--- src/rtl/jk_seq_arbiter.sv ---
// Two-requester round-robin arbiter that sequences j/k commands into an
// external jk_ff for a programmable number of clock edges, then reports q.
module jk_seq_arbiter #(
  parameter int unsigned CNT_W = 4
) (
  input  logic             clk,
  input  logic             rst_n,
  input  logic             req0_valid,
  input  logic [1:0]       req0_op,
  input  logic [CNT_W-1:0] req0_cnt,
  output logic             req0_ready,
  input  logic             req1_valid,
  input  logic [1:0]       req1_op,
  input  logic [CNT_W-1:0] req1_cnt,
  output logic             req1_ready,
  output logic             j,
  output logic             k,
  input  logic             q,
  output logic             busy,
  output logic             done,
  output logic             done_id,
  output logic             done_q
);

  typedef enum logic [1:0] {IDLE, DRIVE, SETTLE} state_t;

  state_t           state_q, state_d;
  logic [CNT_W-1:0] rem_q, rem_d;
  logic             id_q, id_d;
  logic             last_id_q, last_id_d;
  logic             j_q, j_d;
  logic             k_q, k_d;

  logic             gnt0, gnt1, xfer;
  logic [1:0]       sel_op;
  logic [CNT_W-1:0] sel_cnt;

  // Contention goes to whichever requester was not served last.
  assign gnt0 = req0_valid && (!req1_valid || last_id_q);
  assign gnt1 = req1_valid && (!req0_valid || !last_id_q);

  assign req0_ready = (state_q == IDLE) && gnt0;
  assign req1_ready = (state_q == IDLE) && gnt1;
  assign xfer       = req0_ready || req1_ready;
  assign sel_op     = gnt1 ? req1_op  : req0_op;
  assign sel_cnt    = gnt1 ? req1_cnt : req0_cnt;

  always_comb begin
    state_d   = state_q;
    rem_d     = rem_q;
    id_d      = id_q;
    last_id_d = last_id_q;
    j_d       = j_q;
    k_d       = k_q;
    case (state_q)
      IDLE: begin
        if (xfer) begin
          id_d      = gnt1;
          last_id_d = gnt1;
          if (sel_cnt != '0) begin
            state_d = DRIVE;
            rem_d   = sel_cnt;
            // op encoding maps directly onto {j,k}: hold/reset/set/toggle.
            j_d     = sel_op[1];
            k_d     = sel_op[0];
          end else begin
            state_d = SETTLE;
          end
        end
      end
      DRIVE: begin
        rem_d = rem_q - 1'b1;
        if (rem_q == CNT_W'(1)) begin
          state_d = SETTLE;
          j_d     = 1'b0;
          k_d     = 1'b0;
        end
      end
      SETTLE: begin
        state_d = IDLE;
      end
      default: begin
        state_d = IDLE;
        j_d     = 1'b0;
        k_d     = 1'b0;
      end
    endcase
  end

  always_ff @(posedge clk or negedge rst_n) begin
    if (!rst_n) begin
      state_q   <= IDLE;
      rem_q     <= '0;
      id_q      <= 1'b0;
      last_id_q <= 1'b1;
      j_q       <= 1'b0;
      k_q       <= 1'b0;
    end else begin
      state_q   <= state_d;
      rem_q     <= rem_d;
      id_q      <= id_d;
      last_id_q <= last_id_d;
      j_q       <= j_d;
      k_q       <= k_d;
    end
  end

  assign j       = j_q;
  assign k       = k_q;
  assign busy    = (state_q != IDLE);
  assign done    = (state_q == SETTLE);
  assign done_id = done && id_q;
  assign done_q  = done && q;

endmodule

--- config.mk ---
export PLATFORM = sky130hd
export DESIGN_NAME = jk_seq_arbiter
export DESIGN_NICKNAME = d
export VERILOG_FILES = /design/src/rtl/jk_seq_arbiter.sv
export SDC_FILE = /design/constraint.sdc
export NUM_CORES = 1
export LEC_CHECK = 0
export ABC_AREA = 1
export CAP_MARGIN = 40
export CORE_MARGIN = 5
export CORE_UTILIZATION = 43
export DETAILED_ROUTE_END_ITERATION = 10
export PLACE_DENSITY = 0.75
export REMOVE_ABC_BUFFERS = 1
export SLEW_MARGIN = 25
export SYNTH_ARGS = -nofsm -noshare
export SYNTH_HDL_FRONTEND = slang
export SYNTH_SLANG_ARGS = --single-unit
--- constraint.sdc ---
create_clock -name clk -period 1.7 [get_ports clk]
set_input_delay 0.425 -clock clk [delete_from_list [all_inputs] [get_ports clk]]
set_output_delay 0.425 -clock clk [all_outputs]
set_load 0.1 [all_outputs]
==> results of run 1 <==
==> timing repair <==
action                                  in CTS  in global routing
resized for setup                           14                 10
pin swaps                                    3                  4
buffers inserted                             3                  4
endpoints found under the setup margin       4                  5
==> per-layer routing <==
layer / vias up / track usage, % / routed length [um]
li1: 414 / - / -
met1: 384 / 19.89 / 852
met2: 31 / 30.37 / 1148
met3: 2 / 2.663 / 116
met4: 0 / 8.936 / 14
met5: - / 0 / 0
==> flip-flops by register name (all words and copies together), names as in the netlist <==
name and count:
id_q 1, j 1, k 1, last_id_q 1, rem_q 4, state_q 2
==> critical path, delay by kind of cell (launching register included) <==
kind | cells | cell delay (ns)
simple gates | 2 | 0.30
flops | 1 | 0.45
buf+inv | 2 | 0.26
==> metrics by stage <==
| step | power [mW] | area, sq um | hold slack (ns) | worst slack [ns] | utilization, % |
|---|---|---|---|---|---|
| 5_1_grt | 2.620 | 1270 | 0.5057 | -0.07546 | 82.39 |
| 3_5_place_dp | 2.017 | 1127 | 0.5069 | -0.2211 | 73.13 |
| 6_report | 2.434 | 1270 | 0.4829 | -0.02207 | 82.39 |
| 4_1_cts | 2.316 | 1214 | 0.4960 | -0.008897 | 78.73 |
| 2_1_floorplan | 1.462 | 711.9 | 0.1294 | -1.964 | - |
| 3_3_place_gp | 1.978 | 1127 | 0.4884 | -0.1539 | 73.13 |
==> cells by family after synthesis <==
kind of cell / count (synthesis) / share of synthesized area (%)
simple gates: 71 / 48.15
compound gates: 7 / 4.920
xor+xnor: 1 / 1.230
fa+ha+maj: 2 / 3.514
flops: 10 / 35.33
buf+inv: 13 / 6.855
==> final timing paths <==
kind	from	endpoint	slack, ns
setup / recovery	state_q[0]	req1_ready	-0.02
hold / removal	rst_n	rem_q[1]	0.48
setup reg to reg	last_id_q	rem_q[0]	0.12
hold reg to reg	last_id_q	last_id_q	0.52
max in group asynchronous	rst_n	state_q[1]	0.86
min in group clk	last_id_q	last_id_q	0.52
==> cell type report <==
cell class	count	area, sq um	area share, %
inverters	13	51.30	4.039
clock buffers	4	36.28	2.857
flip-flops and latches	10	254.0	20.00
multi-input cells	81	459.2	36.16
repair buffers	41	449.2	35.37
well taps	16	20.02	1.576
==> Yosys cell counts <==
| cell type | instances |
|---|---|
| dfstp_2 | 1 |
| nor2_1 | 7 |
| dfrtp_1 | 9 |
| inv_1 | 13 |
| nand2_4 | 1 |
| nand3_4 | 1 |
| nand3_1 | 15 |
| xnor2_1 | 1 |
| nand2_2 | 4 |
| ha_1 | 2 |
| o21ai_0 | 6 |
| nand3b_1 | 1 |
| a21oi_1 | 1 |
| nand2_1 | 39 |
| nor2_4 | 3 |
==> power groups by stage <==
stage                     logic [mW]  registers [mW]  clock network (mW)
after floorplan                0.930           0.533                   0
after global placement          1.52           0.454                   0
after detailed placement        1.56           0.459                   0
after CTS                       1.63           0.466               0.224
after global routing            1.88           0.490               0.245
final                           1.73           0.473               0.226
==> impl_metrics.toml, run 1 <==
[power]
p_per_area_mw_per_mm2 = 1916
p_int_mw = 1.178
p_leak_nw = 0.6381
p_switching_mw = 1.256
power.share.clock_pct = 9.3
p_seq_share_pct = 19.4
switching_share_pct = 51.61
combPwrFrac_pct = 71.3
ir_drop_uv = 1222

[die]
start_util_pct = 46.19
num_io_pins = 25
core_sq_mm = 0.001541
rows = 14
design.die.area_sq_mm = 0.002569
die_w_um = 50.69
die_height_um = 50.69

[synth]
ys_seq_area_share_pct = 35.33
netlist.area_leader.share_pct = 31.63
synth_area_leaders = "dfrtp_1 32%, nand2_1 21%, nand3_1 11%"
ys_types = 15
syn_area_sq_um = 711.9
synth_area_leader_cell = "dfrtp_1"
yosysWarnings = 0
syn_inst = 104
ys_seq_elements = 10
syn_avg_cell_area_sq_um = 6.846

[worst_setup_path]
critPathKind = "flop to output pin"
worst_ep_required_time_ns = 1.27
crit_arrival_ns = 1.30
cp-end-kind = "output pin"
cpMaxStageDelayCell = "dfrtp_2"
reg2reg_depth = 10
critical_path_peak_fanout = 3
crit_chain = "nor2_4 -> nand3_2 -> inv_2 -> buf_12"
slowest_delay_ns = 0.45
cp-start-kind = "flop"

[route]
antenna_left = 0
num_vias = 831
wl_per_cell_um = 12.91
drt_iter0_drc = 27
totalWireLength_um = 2130
avgViaCountPerCell = 5.036
dr.pass1.iters = 4
drc_errors = 0

[final_layout]
antenna-diode-count = 0
final_common_cell = "nand2_1"
final_nets = 169
final_cells = 165
drive_gt1_share_pct = 36.91
syn_to_final_growth_pct = 78.38
layout_common_cells = "36 x nand2_1, 16 x buf_4, 14 x clkdlybuf4s50_1"
fill_cells = 98

[clock_network]
cts-buffers-inserted = 3
cts_root_buffer = "clkbuf_4"
worstSkewPairLatency_ns = 0.27
cts.path.max_buffers = 2
h-tree-depth = 1
cts_tree = "done"
cts.sinks = 10
holdBufCountCts = 0
cts.clk_slew.worst_paths_ns = 0.08

[sta]
hold_violations = 0
clock_skew_ns = 0.005870
finalCritPeriodShare_pct = 101.3
tightest_slew_ns = 0.4987
fin_setup_tns_ns = -0.02207
setup-violations-final = 1
fin_ws_ns = -0.02207
drv_slew = 0
relSlewSlack_pct = 66.65
period_needed_ns = 1.722
rsz0062_at_grt = "true"
clock.fmax_mhz = 580.7

[grt]
grt_util_all_layers_pct = 17.32
grt_pass1_wl_um = 3387
grt_pass1_vias = 780
antenna_found_initial = 0
overflow = 0
grt_max_degree = 11

[job]
maxCapViolCount = 0

[run_status]
outcome = "complete, but fails checks"
violations = "negative setup slack"

[placed_design]
dp.cells = 154
gp_congestion = 0.7343
dp_hpwl_um = 1582
portBuffers = 24

[hold_path]
hold_class = "input port to async pin"
(Power assumes the default switching activity.)
==> run 2: changes to the inputs <==
==> constraint.sdc (replaced) <==
create_clock -name clk -period 1.7 [get_ports clk]
set_input_delay 0.425 -clock clk [delete_from_list [all_inputs] [get_ports clk]]
set_output_delay 0.425 -clock clk [all_outputs]
set_load 0.01 [all_outputs]
==> run 2 against run 1 <==
Compared with the run above: the run now ends clean; maximum frequency is 3.5% higher; power is 21% lower; die area stayed put; register-to-register slack worse by 0.06 ns; hold slack worse by 0.0077 ns; sequential cell count stayed put; first-iteration DRC count is 59% lower; final cell count is 3.6% higher; count of clock-buffer cells in the layout stayed put; wire length is 1.6% lower; sequential power is 5.3% lower; via count is 1.2% higher; critical path type unchanged; largest power group unchanged.
==> impl_metrics.toml, run 2 (synthesis results as in run 1) <==
[route]
dr.pass1.iters = 4
drc_errors = 0
num_vias = 841
wl_per_cell_um = 12.26
avgViaCountPerCell = 4.918
antenna_left = 0
drt_iter0_drc = 11
totalWireLength_um = 2096

[grt]
gr-max-usage-layer = "met2"
antenna_found_initial = 0
overflow = 0
grt_pass1_wl_um = 3180
use_met2_pct = 29.75
use_met3_pct = 1.775
gr-usage-met1_pct = 17.92
grt_max_degree = 11
grt_pass1_vias = 767
grt_util_all_layers_pct = 16.30

[clock_network]
cts.path.max_buffers = 2
worstSkewPairLatency_ns = 0.28
cts_tree = "done"
cts.sinks = 10
h-tree-depth = 1
cts-buffers-inserted = 3
cts.clk_slew.worst_paths_ns = 0.08
cts_root_buffer = "clkbuf_4"

[final_layout]
multi_input_area_sq_um = 446.7
reg_top3 = "rem_q: 4 flops, state_q: 2 flops"
drive_gt1_share_pct = 31.61
post-route-util_pct = 78.49
final_nets = 175
antenna-diode-count = 0
regMostFlops = "rem_q"
fill_cells = 136
regArea_sq_um = 251.5
final_common_cell = "nand2_1"
layout_common_cells = "38 x nand2_1, 19 x buf_4, 16 x clkdlybuf4s50_1"
syn_to_final_growth_pct = 69.95
largest_reg_flops = 4

[power]
ir_drop_uv = 847.4
p_leak_nw = 0.6496
p_per_area_mw_per_mm2 = 1596
finalPower_mw = 1.931

[worst_setup_path]
critPathKind = "flop to output pin"
critical_path_peak_fanout = 3
rrSetupSlack_ns = 0.06
cp-end-kind = "output pin"
crit_chain = "nor2_4 -> buf_6 -> nand3_2 -> inv_2 -> buf_2"
slowest_delay_ns = 0.42
cp-start-kind = "flop"
worst_ep_required_time_ns = 1.27
cpMaxStageDelayCell = "dfrtp_1"
reg2reg_depth = 10
crit_arrival_ns = 1.24

[die]
die_w_um = 50.69
rows = 14
die_height_um = 50.69
core_sq_mm = 0.001541
start_util_pct = 46.19
num_io_pins = 25
design.die.area_sq_mm = 0.002569

[sta]
clock_skew_ns = 0.002671
drv_slew = 0
setup-violations-final = 0
rsz0062_at_grt = "true"
hold_violations = 0
period_needed_ns = 1.664
tightest_slew_ns = 0.4962
fin_ws_ns = 0.03593
clock.fmax_mhz = 600.9
finalCritPeriodShare_pct = 97.89
relSlewSlack_pct = 66.81

[run_status]
outcome = "complete, no violations"

[placed_design]
portBuffers = 24
dpl_worst_slack_ns = -0.4072
gp_congestion = 0.7592
dp_hpwl_um = 1536

[hold_path]
hold_class = "input port to async pin"

[job]
maxCapViolCount = 0
-- run 2: cell count changes in the layout (fill, tap and decap cells not counted), sizes merged --
cell	previous run	this run
dlygate4sd2	2	1
clkdlybuf4s15	0	2
nand3	16	17
dlymetal6s2s	0	1
buf	25	26
clkdlybuf4s50	14	16
-- run 2: path summary, 6_finish.rpt --
check / startpoint / to
setup / recovery: state_q[1] / req1_ready
hold / removal: rst_n / k
setup reg to reg: state_q[1] / state_q[0]
hold reg to reg: k / k
max in group asynchronous: rst_n / last_id_q
min in group clk: k / k
-- run 2: stage by stage --
step,hold WS (ns),instances,instance area (sq um),TNS (ns)
3_5_place_dp,0.4633,157,1070,-2.725
2_1_floorplan,0.1294,104,711.9,0
6_report,0.4752,171,1210,0
5_1_grt,0.4898,171,1210,-0.1428
3_3_place_gp,0.4613,157,1070,-2.194
4_1_cts,0.4762,166,1144,-0.08626
-- run 2: routing by layer --
layer / vias to the layer above / wire, um
li1: 431 / -
met4: 0 / 43
met3: 5 / 66
met1: 385 / 908
met5: - / 0
met2: 20 / 1077
-- run 2: critical path: cells and delay by family, from the launching register on --
family	cells	cell delay, ns
flip-flops	1	0.42
buffers and inverters	3	0.30
AND/OR/NAND/NOR	2	0.23
-- run 2: repair_timing --
item / CTS / global route
pin swaps: 1 / 6
hold buffers: 0 / 0
cloned: 0 / 1
gates resized for setup: 24 / 13
setup buffers: 5 / 4
setup endpoints to repair: 6 / 13
-- run 2: final cells by class --
class / instances / share of cell area, %
clock buffers: 4 / 2.999
inverters: 13 / 4.240
multi-input cells: 82 / 36.92
flip-flops and latches: 10 / 20.79
well taps: 16 / 1.655
repair buffers: 46 / 33.40
-- run 2: power by group --
part | internal (mW) | total, mW | switching (mW)
registers | 0.358 | 0.448 | 0.0897
clock network | 0.130 | 0.232 | 0.101
logic | 0.603 | 1.25 | 0.648
==> run 3: changes to the inputs <==
--- a/config.mk
+++ b/config.mk
@@ -9,6 +9,7 @@
 export CAP_MARGIN = 40
 export CORE_MARGIN = 5
 export CORE_UTILIZATION = 43
+export CTS_CLUSTER_SIZE = 30
 export DETAILED_ROUTE_END_ITERATION = 10
 export PLACE_DENSITY = 0.75
 export REMOVE_ABC_BUFFERS = 1
==> constraint.sdc (replaced) <==
create_clock -name clk -period 1.73 [get_ports clk]
set_input_delay 0.4325 -clock clk [delete_from_list [all_inputs] [get_ports clk]]
set_output_delay 0.4325 -clock clk [all_outputs]
set_load 0.01 [all_outputs]
==> run 3 against run 2 <==
Compared with the run above: clock skew increased by 0.0048 ns; largest power group unchanged; utilization decreased by 5.3 points; first-iteration DRC count up 120%; global-route usage shrank 0.82 points; critical path type unchanged; largest cell class unchanged.
==> impl_metrics.toml, run 3 (synthesis results as in run 1) <==
[run_status]
outcome = "complete, no violations"

[route]
antenna_left = 0
totalWireLength_um = 1864
avgViaCountPerCell = 4.896
num_vias = 803
dr.pass1.iters = 4
drc_errors = 0
wl_per_cell_um = 11.37
drt_iter0_drc = 24

[sta]
whs_ns = 0.4853
relSlewSlack_pct = 67.37
clock.fmax_mhz = 585.4
clock_skew_ns = 0.007494
fin_ws_ns = 0.02170
hold_violations = 0
period_needed_ns = 1.708
drv_slew = 0
setup-violations-final = 0
finalCritPeriodShare_pct = 98.75
fin_setup_tns_ns = 0
tightest_slew_ns = 0.4879
rsz0062_at_grt = "true"

[power]
combPwrFrac_pct = 61.9
power.share.clock_pct = 12.5
ir_drop_uv = 771.3
p_int_mw = 0.9928
switching_share_pct = 43.53
p_seq_share_pct = 25.7
p_leak_nw = 0.6093
p_switching_mw = 0.7652
p_per_area_mw_per_mm2 = 1558

[placed_design]
dp_hpwl_um = 1461
portBuffers = 24
gp_congestion = 0.7518
dpl_worst_slack_ns = -0.4013
dpl_cell_area_sq_mm = 0.001070

[worst_setup_path]
cp-end-kind = "output pin"
crit_family = "flip-flops"
worst_ep_required_time_ns = 1.30
worst-path-buf-inv = 3
critical_path_peak_fanout = 3
crit_chain = "nor2_4 -> buf_4 -> nand3_2 -> inv_2 -> buf_2"
crit_arrival_ns = 1.28
cpMaxStageDelayCell = "dfrtp_1"
slowest_delay_ns = 0.43
critPathKind = "flop to output pin"
cp-start-kind = "flop"

[final_layout]
largest_reg_flops = 4
regMostFlops = "rem_q"
antenna-diode-count = 0
final_nets = 168
final_area_sq_mm = 0.001129
drive_gt1_share_pct = 27.03
reg_top3 = "rem_q: 4 flops, state_q: 2 flops"
final_common_cell = "nand2_1"
syn_to_final_growth_pct = 58.52
layout_common_cells = "38 x nand2_1, 16 x clkdlybuf4s50_1, 15 x buf_4"

[die]
die_w_um = 50.69
die_height_um = 50.69
design.die.area_sq_mm = 0.002569
num_io_pins = 25
rows = 14
core_sq_mm = 0.001541
start_util_pct = 46.19

[grt]
overflow = 0
grt_max_degree = 11
grt_pass1_vias = 796
grt_pass1_wl_um = 3105
antenna_found_initial = 0
grt_util_all_layers_pct = 15.47

[clock_network]
cts-buffers-inserted = 3
cts_tree = "done"
cts.clk_slew.worst_paths_ns = 0.08
cts.path.max_buffers = 2
worstSkewPairLatency_ns = 0.27
cts.sinks = 10
cts_root_buffer = "clkbuf_4"
h-tree-depth = 1
holdBufCountCts = 0

[job]
maxCapViolCount = 0

[hold_path]
hold_class = "input port to async pin"
[run 3: cell count changes in the layout (fill, tap and decap cells not counted), moves of 2 or more]
| cell | before | now |
|---|---|---|
| buf_4 | 19 | 15 |
| buf_6 | 4 | 1 |
| dlygate4sd2_1 | 1 | 3 |
| inv_1 | 9 | 11 |
[run 3: cell type report]
| type | count | area, sq um |
|---|---|---|
| Multi-Input combinational cell | 81 | 431.7 |
| Fill cell | 124 | 412.9 |
| Timing Repair Buffer | 40 | 340.3 |
| Sequential cell | 10 | 251.5 |
| Inverter | 13 | 48.80 |
| Clock buffer | 4 | 36.28 |
| Tap cell | 16 | 20.02 |
[run 3: per-stage QoR]
stage / total power, mW / util, % / cells
after floorplan: 1.055 / - / 104
after global placement: 1.440 / 69.40 / 157
after detailed placement: 1.460 / 69.40 / 157
after CTS: 1.720 / 72.73 / 163
after global routing: 1.922 / 73.21 / 164
final: 1.758 / 73.21 / 164
[run 3: worst register-to-register path: stages (launching register included)]
cell and delay [ns]:
dfrtp_1 0.43, nor2_4 0.19, buf_4 0.14, nand3_2 0.08
buf_4 0.14, nand3_1 0.08, nand2_1 0.07, nor2_1 0.19
nand2_2 0.08, nand2_1 0.06, nand2_1 0.05
[run 3: timing repair]
item / CTS / global route
gates resized for setup: 22 / 6
buffers inserted: 2 / 1
endpoints found under the setup margin: 6 / 5
hold endpoints to repair: 0 / 0
pin swaps: 2 / 1
[run 3: path summary, 6_finish.rpt]
kind	from	to	slack, ns	cells after the start
setup / recovery	state_q[1]	req0_ready	0.02	5
max in group asynchronous	rst_n	last_id_q	0.90	1
hold reg to reg	k	k	0.50	2
min in group clk	k	k	0.50	2
setup reg to reg	state_q[1]	j	0.14	10
hold / removal	rst_n	k	0.49	1
[run 3: per-layer routing]
layer / track usage, % / wire, um / up-vias
li1: - / - / 418
met1: 18.35 / 784 / 357
met3: 1.479 / 99 / 4
met2: 26.86 / 948 / 24
met5: 0 / 0 / -
met4: 8.511 / 31 / 0
[run 3: power by group through the flow]
| stage | sequential [mW] | clock [mW] | combinational, mW |
|---|---|---|---|
| global placement | 0.437 | 0 | 1.00 |
| finish | 0.451 | 0.219 | 1.09 |
| global route | 0.471 | 0.236 | 1.22 |
| detailed placement | 0.446 | 0 | 1.01 |
| CTS | 0.447 | 0.221 | 1.05 |
| floorplan | 0.431 | 0 | 0.623 |
